==> src/rtl/mask_seq_pkg.sv <==
// Shared types and defaults for the mask sequencer: state enum, lane mask width,
// default table geometry.
package mask_seq_pkg;

  localparam int MASK_W    = 8;
  localparam int DEF_DEPTH = 8;
  localparam int DEF_DW    = 16;

  typedef enum logic [1:0] {
    IDLE = 2'd0,
    RUN  = 2'd1,
    HOLD = 2'd2
  } state_t;

endpackage

==> src/rtl/mask_sequencer_if.sv <==
// Bundle of table-write, sequence-control and mask-output signals of the sequencer.
// master = whoever programs and controls the sequencer, slave = the sequencer itself.
interface mask_sequencer_if #(
  parameter int AW = 3,
  parameter int DW = 16
);
  import mask_seq_pkg::*;

  // Control handshake: start is a request that is taken only on an edge where busy is
  // low and stop is low; busy acts as the inverted ready. stop is accepted in any state
  // and always wins. done is a one-cycle completion pulse, hold is a level.
  logic              wr_en;
  logic [AW-1:0]     wr_addr;
  logic [MASK_W-1:0] wr_mask;
  logic [DW-1:0]     wr_dwell;
  logic [AW-1:0]     last_idx;
  logic              start;
  logic              stop;
  logic              hold;
  logic [MASK_W-1:0] mask_out;
  logic              busy;
  logic              done;
  logic [AW-1:0]     cur_idx;

  modport master (
    output wr_en, wr_addr, wr_mask, wr_dwell, last_idx, start, stop, hold,
    input  mask_out, busy, done, cur_idx
  );

  modport slave (
    input  wr_en, wr_addr, wr_mask, wr_dwell, last_idx, start, stop, hold,
    output mask_out, busy, done, cur_idx
  );

endinterface

==> src/rtl/mask_seq_table.sv <==
// DEPTH x {mask, dwell} register file: one synchronous write port, one combinational
// read port that returns the pre-write contents on a same-edge collision.
module mask_seq_table
  import mask_seq_pkg::*;
#(
  parameter int DEPTH = DEF_DEPTH,
  parameter int DW    = DEF_DW,
  parameter int AW    = $clog2(DEPTH)
) (
  input  logic              clk,
  input  logic              reset,
  input  logic              wr_en,
  input  logic [AW-1:0]     wr_addr,
  input  logic [MASK_W-1:0] wr_mask,
  input  logic [DW-1:0]     wr_dwell,
  input  logic [AW-1:0]     rd_addr,
  output logic [MASK_W-1:0] rd_mask,
  output logic [DW-1:0]     rd_dwell
);

  logic [MASK_W-1:0] mask_mem  [DEPTH];
  logic [DW-1:0]     dwell_mem [DEPTH];

  always_ff @(posedge clk) begin
    if (reset) begin
      for (int i = 0; i < DEPTH; i++) begin
        mask_mem[i]  <= '0;
        dwell_mem[i] <= '0;
      end
    end else if (wr_en) begin
      mask_mem[wr_addr]  <= wr_mask;
      dwell_mem[wr_addr] <= wr_dwell;
    end
  end

  assign rd_mask  = mask_mem[rd_addr];
  assign rd_dwell = dwell_mem[rd_addr];

endmodule

==> src/rtl/mask_sequencer.sv <==
// Self-timed lane-mask sequencer: steps through {mask, dwell} table entries, holding
// each dwell+1 cycles. Define MASK_SEQ_LOOP_EN to wrap to entry 0 instead of stopping.
module mask_sequencer
  import mask_seq_pkg::*;
#(
  parameter int DEPTH = DEF_DEPTH,
  parameter int DW    = DEF_DW,
  parameter int AW    = $clog2(DEPTH)
) (
  input  logic   clk,
  input  logic   reset,
  mask_sequencer_if.slave bus,
  output state_t state
);

  logic [DW-1:0]     cnt;
  logic [AW-1:0]     cur_idx;
  logic [AW-1:0]     last_q;
  logic [MASK_W-1:0] mask_q;
  logic              done_q;

  logic [AW-1:0]     rd_addr;
  logic [MASK_W-1:0] rd_mask;
  logic [DW-1:0]     rd_dwell;
  logic              at_end;

  mask_seq_table #(
    .DEPTH (DEPTH),
    .DW    (DW),
    .AW    (AW)
  ) u_table (
    .clk      (clk),
    .reset    (reset),
    .wr_en    (bus.wr_en),
    .wr_addr  (bus.wr_addr),
    .wr_mask  (bus.wr_mask),
    .wr_dwell (bus.wr_dwell),
    .rd_addr  (rd_addr),
    .rd_mask  (rd_mask),
    .rd_dwell (rd_dwell)
  );

  assign at_end = (cnt == '0) && (cur_idx == last_q);

  // The single read port always looks at the entry that the next load would need.
  always_comb begin
    rd_addr = cur_idx + AW'(1);
    if (state == IDLE || at_end) rd_addr = '0;
  end

  always_ff @(posedge clk) begin
    if (reset) begin
      state   <= IDLE;
      cnt     <= '0;
      cur_idx <= '0;
      last_q  <= '0;
      mask_q  <= '0;
      done_q  <= 1'b0;
    end else begin
      done_q <= 1'b0;
      case (state)
        IDLE: begin
          if (bus.start && !bus.stop) begin
            state   <= RUN;
            last_q  <= bus.last_idx;
            cur_idx <= '0;
            cnt     <= rd_dwell;
            mask_q  <= rd_mask;
          end
        end
        default: begin
          if (bus.stop) begin
            state   <= IDLE;
            cnt     <= '0;
            cur_idx <= '0;
            mask_q  <= '0;
          end else if (bus.hold) begin
            state <= HOLD;
          end else begin
            // Leaving HOLD counts this edge, so a hold of N cycles stretches by N.
            state <= RUN;
            if (cnt != '0) begin
              cnt <= cnt - DW'(1);
            end else if (cur_idx == last_q) begin
`ifdef MASK_SEQ_LOOP_EN
              cur_idx <= '0;
              cnt     <= rd_dwell;
              mask_q  <= rd_mask;
              done_q  <= 1'b1;
`else
              state   <= IDLE;
              cur_idx <= '0;
              mask_q  <= '0;
              done_q  <= 1'b1;
`endif
            end else begin
              cur_idx <= cur_idx + AW'(1);
              cnt     <= rd_dwell;
              mask_q  <= rd_mask;
            end
          end
        end
      endcase
    end
  end

  assign bus.mask_out = mask_q;
  assign bus.busy     = (state != IDLE);
  assign bus.done     = done_q;
  assign bus.cur_idx  = cur_idx;

endmodule

==> src/flat_wrapper.sv <==
// flat-port wrapper written by rule: the top's interface ports become plain ports
module mask_sequencer_flat import mask_seq_pkg::*;
#(
  parameter int DEPTH = DEF_DEPTH,
  parameter int DW    = DEF_DW,
  parameter int AW    = $clog2(DEPTH)
)
  (clk, reset, state, bus_wr_en, bus_wr_addr, bus_wr_mask, bus_wr_dwell, bus_last_idx, bus_start, bus_stop, bus_hold, bus_mask_out, bus_busy, bus_done, bus_cur_idx);
  mask_sequencer_if #(.AW(AW), .DW(DW)) bus_i ();
  input  logic clk;
  input  logic reset;
  output state_t state;
  input wire logic [$bits(bus_i.wr_en)-1:0] bus_wr_en;
  input wire logic [$bits(bus_i.wr_addr)-1:0] bus_wr_addr;
  input wire logic [$bits(bus_i.wr_mask)-1:0] bus_wr_mask;
  input wire logic [$bits(bus_i.wr_dwell)-1:0] bus_wr_dwell;
  input wire logic [$bits(bus_i.last_idx)-1:0] bus_last_idx;
  input wire logic [$bits(bus_i.start)-1:0] bus_start;
  input wire logic [$bits(bus_i.stop)-1:0] bus_stop;
  input wire logic [$bits(bus_i.hold)-1:0] bus_hold;
  output wire logic [$bits(bus_i.mask_out)-1:0] bus_mask_out;
  output wire logic [$bits(bus_i.busy)-1:0] bus_busy;
  output wire logic [$bits(bus_i.done)-1:0] bus_done;
  output wire logic [$bits(bus_i.cur_idx)-1:0] bus_cur_idx;
  assign bus_i.wr_en = bus_wr_en;
  assign bus_i.wr_addr = bus_wr_addr;
  assign bus_i.wr_mask = bus_wr_mask;
  assign bus_i.wr_dwell = bus_wr_dwell;
  assign bus_i.last_idx = bus_last_idx;
  assign bus_i.start = bus_start;
  assign bus_i.stop = bus_stop;
  assign bus_i.hold = bus_hold;
  assign bus_mask_out = bus_i.mask_out;
  assign bus_busy = bus_i.busy;
  assign bus_done = bus_i.done;
  assign bus_cur_idx = bus_i.cur_idx;
  mask_sequencer #(.DEPTH(DEPTH), .DW(DW), .AW(AW)) u_core (.clk(clk), .reset(reset), .bus(bus_i), .state(state));
endmodule
==> config.mk <==
export PLATFORM = sky130hd
export DESIGN_NAME = mask_sequencer_flat
export DESIGN_NICKNAME = d
export VERILOG_FILES = /design/src/rtl/mask_seq_pkg.sv /design/src/rtl/mask_sequencer_if.sv /design/src/rtl/mask_seq_table.sv /design/src/rtl/mask_sequencer.sv /design/src/flat_wrapper.sv
export SDC_FILE = /design/constraint.sdc
export NUM_CORES = 1
export LEC_CHECK = 0
export ABC_AREA = 1
export CORE_ASPECT_RATIO = 0.6
export CORE_MARGIN = 2
export CORE_UTILIZATION = 40
export DETAILED_ROUTE_END_ITERATION = 10
export GPL_TIMING_DRIVEN = 0
export HOLD_SLACK_MARGIN = 0.02
export PLACE_DENSITY_LB_ADDON = 0.12
export SYNTH_ARGS = -nofsm -noshare
export SYNTH_HDL_FRONTEND = slang
export SYNTH_SLANG_ARGS = --single-unit
==> constraint.sdc <==
create_clock -name clk -period 2.9 [get_ports clk]
set_clock_uncertainty 0.1 [all_clocks]
set_input_delay 0.58 -clock clk [delete_from_list [all_inputs] [get_ports clk]]
set_output_delay 0.58 -clock clk [all_outputs]
set_load 0.03 [all_outputs]
### Word-level counts from Yosys, hierarchy flattened

Memories as Yosys holds them, arrays and structs flattened.
Index checks and enable logic that the tools add are counted.

* flip-flop bits (word level): 33
* bits in latches: 0
* ROM bits: 0
* bits of input ports: 36
* word-level logic and storage cells: 66
* memories kept: 2
* bits in writable memories: 192
* output and inout bits: 15

Memories
* u_core.u_table.dwell_mem: words 8, bits a word 16, read ports 1, clocked after memory_dff 0, wr ports 8, RTL line mask_seq_table.sv:22 `logic [DW-1:0] dwell_mem [DEPTH];`
* u_core.u_table.mask_mem: words 8, bits a word 8, read ports 1, clocked after memory_dff 0, wr ports 8, RTL line mask_seq_table.sv:21 `logic [MASK_W-1:0] mask_mem [DEPTH];`

* mux-type cells: 37
* reduce and logical (&&, ||, !) cells: 14
* shift-type cells: 0
* equality and inequality tests: 5
* multipliers: 0
* magnitude comparators: 0
* add/sub/neg operators: 2
* bitwise operators: 0
* divide/modulo/power cells: 0

Operators by type and width (count)
* $mux 16: 7
* $mux 8: 7
* $mux 3: 9
* $logic_not 16->1: 1
* $reduce_bool 16->1: 1
* $reduce_or 16->1: 1
* $sub 16x1->16 const B: 1
* $mux 2: 5
* $mux 1: 9
* $reduce_or 8->1: 1
* $ne 3x2->1 const B: 2
* $reduce_and 3->1: 2
* $reduce_or 5->1: 1
* $ne 4x2->1 const B: 1
* $add 3x1->3 const B: 1
* $eq 3x3->1: 1
* $logic_and 1x1->1: 2
* $logic_not 2->1: 1
* $ne 2x2->1 const B: 1
* $reduce_and 2->1: 1
* $reduce_bool 2->1: 1
* $logic_not 1->1: 1
* $logic_or 1x1->1: 1

### Depth between registers and ports, before layout

Gate-level depths: netlist of run 1.
An unclocked memory read counts as a cell.

* word-level depth: 10
* depth in mapped cells: 16
* depth with buffers taken out: 14

### By module

From an unflattened synthesis of run 1, not the netlist that was laid out.

* cells, all modules: 1455
* area, all modules: 11634.9 sq um

Modules (own cells, without submodules)
* mask_seq_table: area an instance 9492.9 sq um, seq. area each 5765.5 sq um, cells an instance 1091, instances 1
* mask_sequencer: area an instance 2142.1 sq um, seq. area each 660.6 sq um, cells an instance 364, instances 1

### Worst setup path after synthesis of run 1

OpenSTA, ideal clock, no wires.

* kind: input to register
* start: in reset
* end: mem u_core.u_table.dwell_mem[0][0], enable pin
* cell stages on the path: 6
* buffers on the path: 1
* data required time: 2.419 ns
* arrival time: 1.779 ns
* path slack: 0.640 ns
* setup time: 0.381 ns
* cells stage by stage: inv_1 nand2_1 nor2_1 nand2_1 clkbuf_1 nand2_1

RTL lines
* start: declaration: RTL line flat_wrapper.sv:11 `input logic reset;`
* end: declaration: RTL line mask_seq_table.sv:22

==> flow_summary_export.csv, run 1 <==
group,metric,value,unit
sta,hold_violations,0,
placed_design,place_ws,-1290,ps
clock_tree,numCtsBuffers,23,
routing,drt_iter0_drc,1047,
die,die_w,216,um
setup_path,worstSetupPathType,"input pin to flop",
power_and_ir_drop,power_density,627,mW/mm^2
yosys,synthXorXnorAreaFrac,0.728,%
yosys,synth_mux_area_share,0,%
placed_design,dpl-instance-area,0.0118,mm^2
global_route,grt_start_max_net_pins,25,
yosys,synth-simple-area-share,27.6,%
yosys,yosys_warnings,0,
die,ios,51,
yosys,synth_top_family_by_area,"simple AND/OR/NAND/NOR gates",
placed_design,gp_congestion,0.880,
outcome,outcome,"finished, final reports clean",
clock_tree,htree_levels,1,
worst_hold_path,hold_class,"flop to flop",
global_route,grt_use_total,24.5,%
die,dieArea,0.0284,mm^2
layout,nNetsFinal,1350,
sta,worst_pin_slew,913,ps
routing,wl_per_cell,20.4,um
routing,routed_wl,34.5,mm
layout,syn_to_final_growth,16.7,%
layout,drive_gt1_share,8.13,%
sta,setup_viol,0,
yosys,synth_compound_area_share,3.71,%
clock_tree,cts_tree,"done",
sta,max_slew_margin,39.2,%
setup_path,cpMostUsedCell,"nand2_1",
routing,route.detailed.drc,0,
layout,diodes,0,
sta,setup_ws,147,ps
placed_design,hpwl,23.3,mm
clock_tree,clkLatencyLatePin,540,ps
yosys,synth_nets,1275,
setup_path,cp_slowest_cell,"clkdlybuf4s50_1",
layout,fin_area,0.0126,mm^2
global_route,grt_first_pass_wirelength,51.1,mm
clock_tree,clk_pin_slew,60,ps
sta,tns,0,ps
power_and_ir_drop,p_leak,5.46,nW
global_route,grt_pass1_vias,7872,
power_and_ir_drop,peakVddDrop,0.000406,V
run,drv_cap,0,
routing,dr.pass1.iters,6,
layout,final_cell_mix,"nor2_1 (270), nand2_1 (213), edfxtp_1 (192), inv_1 (150), nand3_1 (130)",
yosys,synth-adder-area-share,0.231,%
clock_tree,clock_sinks,225,
setup_path,cp.required,2970,ps
setup_path,r2r_slack,160,ps
sta,finalCritPeriodShare,94.9,%
die,initial_core_util,40.8,%
sta,fin_hold_ws,367,ps
clock_tree,cts_root_buf,"clkbuf_16",
setup_path,critical_path.top_delay_family,"simple AND/OR/NAND/NOR gates",
yosys,avgSynthCellArea,8.75,um^2
routing,vias,8783,
sta,min_period,2750,ps
yosys,syn_area,0.0108,mm^2
setup_path,cp_cell_sequence,"clkdlybuf4s50_1 > inv_1 > nand2_1 > nor2_1 > nand2_1 > clkbuf_2 > nand2_4",
setup_path,path_max_fanout,24,
sta,grt_setup_unrepaired,"yes",
global_route,gr-total-overflow,0,
yosys,synth_cell_type_count,30,
global_route,antenna_found_initial,0,
die,num_rows,46,
clock_tree,clock_path_buffers,3,
yosys,synth-seq-cells,225,
clock_tree,cts_setup_buffers,0,
yosys,synth_cells,1237,
sta,finalMaxSlewViolations,0,
yosys,ys_seq_area_share,59.4,%
die,die_h,131,um
placed_design,port_buffers,50,
setup_path,crit_path_end_kind,"flop",
setup_path,cp_data_arrival_time,2820,ps
setup_path,path_buf_inv,3,
setup_path,crit_path_start_kind,"input pin",
layout,layout_commonest_cell,"nor2_1",
setup_path,critPathMaxStageDelay,490,ps
sta,fmax,0.363,GHz
routing,ant_nets,0,
die,core_area,0.0265,mm^2
routing,routed_via_density,5.20,
==> cells in the mapped netlist (all sizes together) <==
master  number  area (um^2)
a21oi       41          209
a31oi        5         31.3
buf         32          179
clkbuf      38          143
dfxtp       33          661
edfxtp     192         5770
ha           2         25.0
inv        156          586
nand2      225          857
nand3      132          671
nand4       50          313
nor2       274         1050
nor3         7         35.0
o211a        1         10.0
o21ai       29          145
o22ai        1         6.26
or2         10         62.6
xnor2        1         8.76
xor2         8         70.1
==> through the flow <==
step / total power [mW] / util [%] / std cells
floorplan: 4.50 / - / 1237
global placement: 4.91 / 44.4 / 1647
detailed placement: 4.92 / 44.4 / 1647
CTS: 7.94 / 47.5 / 1689
global route: 8.20 / 47.6 / 1689
finish: 7.92 / 47.6 / 1689
==> registers in the layout (all words and copies together), names as in the netlist <==
signal / flops
u_core.bus.mask_out: 8
u_core.bus.cur_idx: 3
u_core.bus.done: 1
u_core.u_table.mask_mem: 64
u_core.cnt: 16
u_core.state: 2
u_core.u_table.dwell_mem: 128
u_core.last_q: 3
==> final cells by class <==
type / count / area [um^2]
well taps: 360 / 450
inverters: 156 / 586
plain buffers: 70 / 337
clock inverters: 11 / 129
clock buffers: 31 / 616
flip-flops and latches: 225 / 6430
repair buffers: 50 / 499
multi-input cells: 786 / 3590
fillers: 2567 / 13900
==> path summary, 6_finish.rpt <==
path | startpoint | to | cells after the start
setup reg to reg | u_core.bus.cur_idx[0] | u_core.cnt[3] | 14
hold reg to reg | u_core.bus.mask_out[4] | u_core.bus.mask_out[4] | 2
setup / recovery | reset | u_core.u_table.dwell_mem[6][10] | 7
hold / removal | u_core.bus.mask_out[4] | u_core.bus.mask_out[4] | 2
==> metal layers <==
layer  vias to the layer above  share of wire, %  global-route usage (%)
li1                       4197                 -                       -
met1                      4176                50                    40.3
met2                       367                38                    31.3
met3                        43                10                    6.23
met4                         0               2.0                    5.21
met5                         -                 0                       0
==> what timing repair did <==
| item | CTS | global route |
|---|---|---|
| hold endpoints to repair | 0 | 0 |
| hold buffers | 0 | 0 |
| setup endpoints to repair | 193 | 137 |
| gates resized for setup | 24 | 11 |
==> tightest hold or removal path, delay by kind of cell, from the launching register on <==
family | cells | cell delay (ps)
and+or+nand+nor | 1 | 60
AOI/OAI and AO/OA | 1 | 50
DFF | 1 | 310
==> kinds of logic after synthesis <==
kind of cell               after synthesis
AOI/OAI and AO/OA                       77
DFF                                    225
adders and majority gates                2
buffers and inverters                  226
and+or+nand+nor                        698
xor gates and xnor gates                 9
==> power breakdown <==
group	switching, mW	internal (mW)	total [mW]
Combinational	0.761	0.319	1.08
Clock	1.29	1.76	3.05
Sequential	0.0765	3.72	3.80
(Power assumes the default switching activity.)
==> inputs of run 2 (changes only) <==
--- a/config.mk
+++ b/config.mk
@@ -5,7 +5,6 @@
 export SDC_FILE = /design/constraint.sdc
 export NUM_CORES = 1
 export LEC_CHECK = 0
-export ABC_AREA = 1
 export CORE_ASPECT_RATIO = 0.6
 export CORE_MARGIN = 2
 export CORE_UTILIZATION = 40
@@ -13,6 +12,7 @@
 export GPL_TIMING_DRIVEN = 0
 export HOLD_SLACK_MARGIN = 0.02
 export PLACE_DENSITY_LB_ADDON = 0.12
+export SKIP_CTS_REPAIR_TIMING = 1
 export SYNTH_ARGS = -nofsm -noshare
 export SYNTH_HDL_FRONTEND = slang
 export SYNTH_SLANG_ARGS = --single-unit
==> run 2 against run 1 <==
Synthesized cell count shrank 29%. Sequential share of layout area shrank 1.1 points. First-iteration DRC count shrank 9.6%. Hold slack gained 7.2 ps.
==> flow_summary_export.csv, run 2 <==
group,metric,value,unit
outcome,outcome,"finished, final reports clean",
layout,layout_commonest_cell,"and2_1",
placed_design,place_ws,-994,ps
global_route,grt_use_total,25.5,%
routing,routed_wl,35.9,mm
die,die_h,131,um
yosys,synth.area.top_cells,"edfxtp_1 (54%), and2_1 (11%), dfxtp_1 (6.2%)",
clock_tree,clock_path_buffers,3,
clock_tree,clk_pin_slew,70,ps
layout,fin_area,0.0129,mm^2
layout,multiInputGateArea,0.00423,mm^2
routing,route.detailed.drc,0,
die,core_area,0.0264,mm^2
setup_path,worstSetupPathType,"flop to flop",
power_and_ir_drop,peakVddDrop,0.000419,V
run,drv_cap,0,
routing,drt_iter0_drc,946,
yosys,synthArstFlopShare,0,%
setup_path,crit_path_end_kind,"flop",
setup_path,critical_path.top_delay_family,"compound AO/OA/AOI/OAI gates",
global_route,gr-total-overflow,0,
power_and_ir_drop,p_leak,4.47,nW
die,dieArea,0.0282,mm^2
layout,top_regs,"u_core.u_table.dwell_mem (128), u_core.u_table.mask_mem (64), u_core.cnt (16)",
yosys,synth_top_area_cell,"edfxtp_1",
sta,max_slew_margin,27.6,%
routing,ant_nets,0,
yosys,synth_top_area_share,53.7,%
setup_path,worstSetupStartpoint,"u_core.cnt[4]",
yosys,yosys-top-cells-count,"and2_1 (194), edfxtp_1 (192), a21oi_1 (41)",
sta,setup_viol,0,
setup_path,cp_data_arrival_time,3200,ps
yosys,synth_cell_type_count,76,
sta,hold_violations,0,
setup_path,cp_cell_sequence,"buf_4 > nor4_4 > and4_4 > buf_12 > a21oi_4 > clkbuf_4 > o211ai_1 > o211ai_1 > a32o_1",
global_route,antenna_found_initial,0,
yosys,ys.flop_type,"edfxtp_1",
setup_path,critPathMaxStageDelay,380,ps
die,num_rows,46,
yosys,yosys_warnings,0,
layout,regMostFlops,"u_core.u_table.dwell_mem",
sta,worst_pin_slew,1080,ps
die,die_w,215,um
clock_tree,clkLatencyLatePin,520,ps
layout,final_cell_mix,"and2_1 (194), edfxtp_1 (192), clkdlybuf4s50_1 (48), a21oi_1 (41), nor2_1 (33)",
clock_tree,htree_levels,1,
setup_path,cp.required,3210,ps
placed_design,dpl-instance-area,0.0119,mm^2
yosys,yosysMostFrequentCell,"and2_1",
setup_path,path_buf_inv,3,
placed_design,hpwl,24.7,mm
sta,fin_hold_ws,374,ps
yosys,syn_area,0.0107,mm^2
power_and_ir_drop,power_density,594,mW/mm^2
sta,finalCritPeriodShare,99.4,%
yosys,avgSynthCellArea,12.3,um^2
setup_path,crit_path_start_kind,"flop",
global_route,grt_start_max_net_pins,25,
layout,largest_reg_flops,128,
routing,routed_via_density,5.85,
sta,setup_ws,16.9,ps
yosys,synth-seq-cells,225,
layout,fill_cells,2416,
layout,syn_to_final_growth,20.5,%
sta,finalMaxSlewViolations,0,
yosys,ys_seq_area_share,59.9,%
layout,register_area,0.00643,mm^2
setup_path,cpMostUsedCell,"o211ai_1",
sta,fmax,0.347,GHz
layout,drive_gt1_share,13.5,%
placed_design,gp_congestion,0.883,
routing,wl_per_cell,27.0,um
global_route,grt_pass1_vias,7022,
yosys,synth-edff-count,192,
clock_tree,clock_sinks,225,
clock_tree,cts_root_buf,"clkbuf_16",
routing,vias,7795,
worst_hold_path,hold_class,"flop to flop",
setup_path,r2r_start,"u_core.cnt[4]",
die,ios,51,
clock_tree,cts_tree,"done",
global_route,grt_first_pass_wirelength,50.9,mm
setup_path,cp_slowest_cell,"nor4_4",
yosys,synth_cells,873,
sta,min_period,2880,ps
die,initial_core_util,40.7,%
layout,nNetsFinal,994,
worst_hold_path,min-delay-start,"u_core.bus.mask_out[2]",
yosys,synth_nets,911,
sta,grt_setup_unrepaired,"yes",
routing,dr.pass1.iters,5,
placed_design,port_buffers,49,
clock_tree,numCtsBuffers,23,
setup_path,path_max_fanout,10,
-- run 2: report_power, final --
part           total [mW]  switching [mW]  internal (mW)
Sequential           3.81          0.0991           3.71
Combinational       0.979           0.616          0.363
Clock                2.89            1.30           1.59
-- run 2: metrics by stage --
step / utilization [%] / total power, mW / TNS [ps] / std cells
final: 49.1 / 7.68 / 0 / 1333
after global routing: 49.0 / 7.91 / -78.6 / 1332
after CTS: 47.8 / 7.62 / -32470 / 1329
after floorplan: - / 4.37 / -59800 / 873
after global placement: 44.3 / 4.75 / -437820 / 1282
after detailed placement: 45.1 / 4.78 / -127850 / 1288
-- run 2: metal layers --
metal | vias to the layer above | wire (um) | GRT usage [%]
met2 | 390 | 13600 | 33.2
li1 | 3509 | - | -
met4 | 2 | 443 | 3.73
met1 | 3860 | 17300 | 40.4
met5 | - | 118 | 3.00
met3 | 34 | 4460 | 8.50
-- run 2: worst register-to-register path, cell delays in order, from the launching register on --
cell      delay, ps
dfxtp_1         350
buf_4           190
nor4_4          390
and4_4          350
buf_12          160
a21oi_4         130
clkbuf_4        310
o211ai_1        180
o211ai_1        280
a32o_1          350
-- run 2: kinds of logic (layout without fill, tap and decap cells) --
logic type | count (synthesis) | in the layout | share of synthesized area (%)
buf+inv | 69 | 168 | 3.50
xor+xnor | 6 | 6 | 0.490
compound gates | 216 | 216 | 15.4
mux | 25 | 25 | 2.38
flops | 225 | 225 | 59.9
other cells | 0 | 1 | 0
simple gates | 330 | 330 | 18.1
fa+ha+maj | 2 | 2 | 0.233
-- run 2: worst paths after layout --
kind                                 end  slack, ps  cells after the start
setup reg to reg          u_core.cnt[14]         20                      9
setup / recovery          u_core.cnt[14]         20                      9
hold / removal    u_core.bus.mask_out[2]        370                      1
hold reg to reg   u_core.bus.mask_out[2]        370                      1
-- run 2: cell type report --
class	instances	share of cell area, %
Multi-Input combinational cell	579	32.7
Clock buffer	29	5.02
Tap cell	360	3.48
Sequential cell	225	49.7
Clock inverter	12	0.484
Inverter	10	0.319
Antenna cell	1	0.0194
Timing Repair Buffer	60	5.36
Buffer	57	2.88
==> inputs of run 3 (changes only) <==
--- a/config.mk
+++ b/config.mk
@@ -9,7 +9,6 @@
 export CORE_MARGIN = 2
 export CORE_UTILIZATION = 40
 export DETAILED_ROUTE_END_ITERATION = 10
-export GPL_TIMING_DRIVEN = 0
 export HOLD_SLACK_MARGIN = 0.02
 export PLACE_DENSITY_LB_ADDON = 0.12
 export SKIP_CTS_REPAIR_TIMING = 1
==> run 3 against run 2 <==
Routed wire length down 2.0%. Non-clock buffer count up 16. Cell count up 1.3%. Largest power group unchanged.
==> flow_summary_export.csv, run 3 (synthesized netlist as in run 2, its figures left out) <==
group,metric,value,unit
sta,fmax,0.357,GHz
setup_path,cp_data_arrival_time,3140,ps
placed_design,hpwl,24.3,mm
placed_design,place_ws,-8.27,ps
layout,drive_gt1_share,15.9,%
layout,diodes,0,
routing,routed_wl,35.2,mm
worst_hold_path,hold_class,"flop to flop",
routing,met3_length,3.90,mm
die,core_area,0.0264,mm^2
sta,max_slew_margin,26.5,%
setup_path,cp_cell_sequence,"inv_1 > ha_1 > nor3b_1 > buf_4 > and4_4 > a21oi_2 > a31oi_1 > o31a_1 > o32ai_1",
routing,top_layer,"met4",
global_route,grt_pass1_vias,7192,
clock_tree,clock_sinks,225,
setup_path,crit_path_end_kind,"flop",
layout,largest_reg_flops,128,
global_route,gr-total-overflow,0,
layout,final_util,49.0,%
routing,wl_per_cell,26.1,um
power_and_ir_drop,p_leak,4.61,nW
setup_path,worstSetupPathType,"flop to flop",
sta,finalMaxSlewViolations,0,
die,dieArea,0.0282,mm^2
placed_design,dp_cells,1303,
setup_path,crit_path_start_kind,"flop",
sta,hold_violations,0,
die,die_w,215,um
sta,min_period,2800,ps
routing,dr.pass1.iters,5,
outcome,outcome,"finished, final reports clean",
global_route,antenna_found_initial,1,
routing,wl_met2,12.3,mm
die,initial_core_util,40.7,%
routing,route.detailed.drc,0,
routing,drt-met1-wl,18.5,mm
sta,setup_viol,0,
clock_tree,clkLatencyLatePin,550,ps
setup_path,path_max_fanout,13,
layout,layout_commonest_cell,"and2_1",
global_route,grt_start_max_net_pins,31,
layout,nNetsFinal,1011,
power_and_ir_drop,peakVddDrop,0.000378,V
routing,ant_nets,0,
sta,worst_pin_slew,1100,ps
layout,syn_to_final_growth,20.4,%
global_route,grt_use_total,25.3,%
routing,drt_iter0_drc,1057,
run,drv_cap,0,
setup_path,cp_slowest_cell,"a21oi_2",
routing,vias,7929,
sta,finalCritPeriodShare,96.6,%
clock_tree,numCtsBuffers,23,
die,ios,51,
global_route,grt_first_pass_wirelength,51.6,mm
placed_design,port_buffers,50,
routing,routed_via_density,5.87,
setup_path,path_buf_inv,2,
setup_path,critical_path.top_delay_family,"compound AO/OA/AOI/OAI gates",
power_and_ir_drop,power_density,604,mW/mm^2
sta,setup_ws,97.9,ps
layout,fill_cells,2361,
clock_tree,cts_tree,"done",
die,die_h,131,um
placed_design,gp_congestion,0.864,
sta,grt_setup_unrepaired,"no",
setup_path,critPathMaxStageDelay,590,ps
setup_path,cp.required,3240,ps
die,num_rows,46,
clock_tree,clk_pin_slew,60,ps
layout,top_regs,"u_core.u_table.dwell_mem (128), u_core.u_table.mask_mem (64), u_core.cnt (16)",
layout,layout.cells.non_filler,1350,
clock_tree,cts_root_buf,"clkbuf_16",
clock_tree,htree_levels,1,
layout,final_cell_mix,"and2_1 (194), edfxtp_1 (192), buf_4 (73), clkdlybuf4s50_1 (49), a21oi_1 (40)",
clock_tree,clock_path_buffers,3,
layout,regMostFlops,"u_core.u_table.dwell_mem",
sta,fin_hold_ws,376,ps
run 3: changes by cell type in the layout (fill, tap and decap cells not counted), sizes merged:
cell | before | now
buf | 30 | 83
clkbuf | 68 | 28
bufinv | 0 | 2
a21boi | 2 | 3
clkdlybuf4s50 | 48 | 49
clkinv | 12 | 11
diode | 1 | 0
dlymetal6s2s | 0 | 1
inv | 9 | 10
run 3: power breakdown:
group	internal (mW)	total, mW	switching, mW
Clock	1.65	2.99	1.34
Sequential	3.71	3.83	0.113
Combinational	0.358	0.976	0.617
run 3: worst register-to-register path, delay by kind of cell (launching register included):
family | cells | cell delay [ps]
buf+inv | 2 | 200
simple gates | 2 | 400
flops | 1 | 330
fa+ha+maj | 1 | 210
compound gates | 4 | 1460
run 3: stage by stage:
step	setup TNS, ps	cell area [um^2]	total power [mW]
2_1_floorplan	-59800	10700	4.37
3_3_place_gp	-4.44	12100	4.83
3_5_place_dp	-8.27	12100	4.82
4_1_cts	-149	12800	7.78
5_1_grt	0	12900	8.02
6_report	0	12900	7.80
run 3: worst paths after layout:
path         slack (ps)                    from  depth (start not counted)                      to
min reg2reg         380  u_core.bus.mask_out[5]                          1  u_core.bus.mask_out[5]
min                 380  u_core.bus.mask_out[5]                          1  u_core.bus.mask_out[5]
max reg2reg         100           u_core.cnt[0]                          9           u_core.cnt[1]
max                 100           u_core.cnt[0]                          9           u_core.cnt[1]
run 3: routing by layer:
metal  up-vias  global-route usage (%)
met2       407                    30.1
li1       3537                       -
met1      3948                    43.8
met5         -                       0
met3        37                    6.16
met4         0                    4.10
run 3: final cells by class:
| class | instances | area [um^2] | share of cell area [%] |
|---|---|---|---|
| inverter | 10 | 37.5 | 0.291 |
| timing repair buffer | 133 | 1250 | 9.69 |
| clock buffer | 28 | 594 | 4.60 |
| multi-input combinational | 580 | 4020 | 31.1 |
| clock inverter | 14 | 136 | 1.06 |
| tap | 360 | 450 | 3.49 |
| sequential | 225 | 6430 | 49.7 |
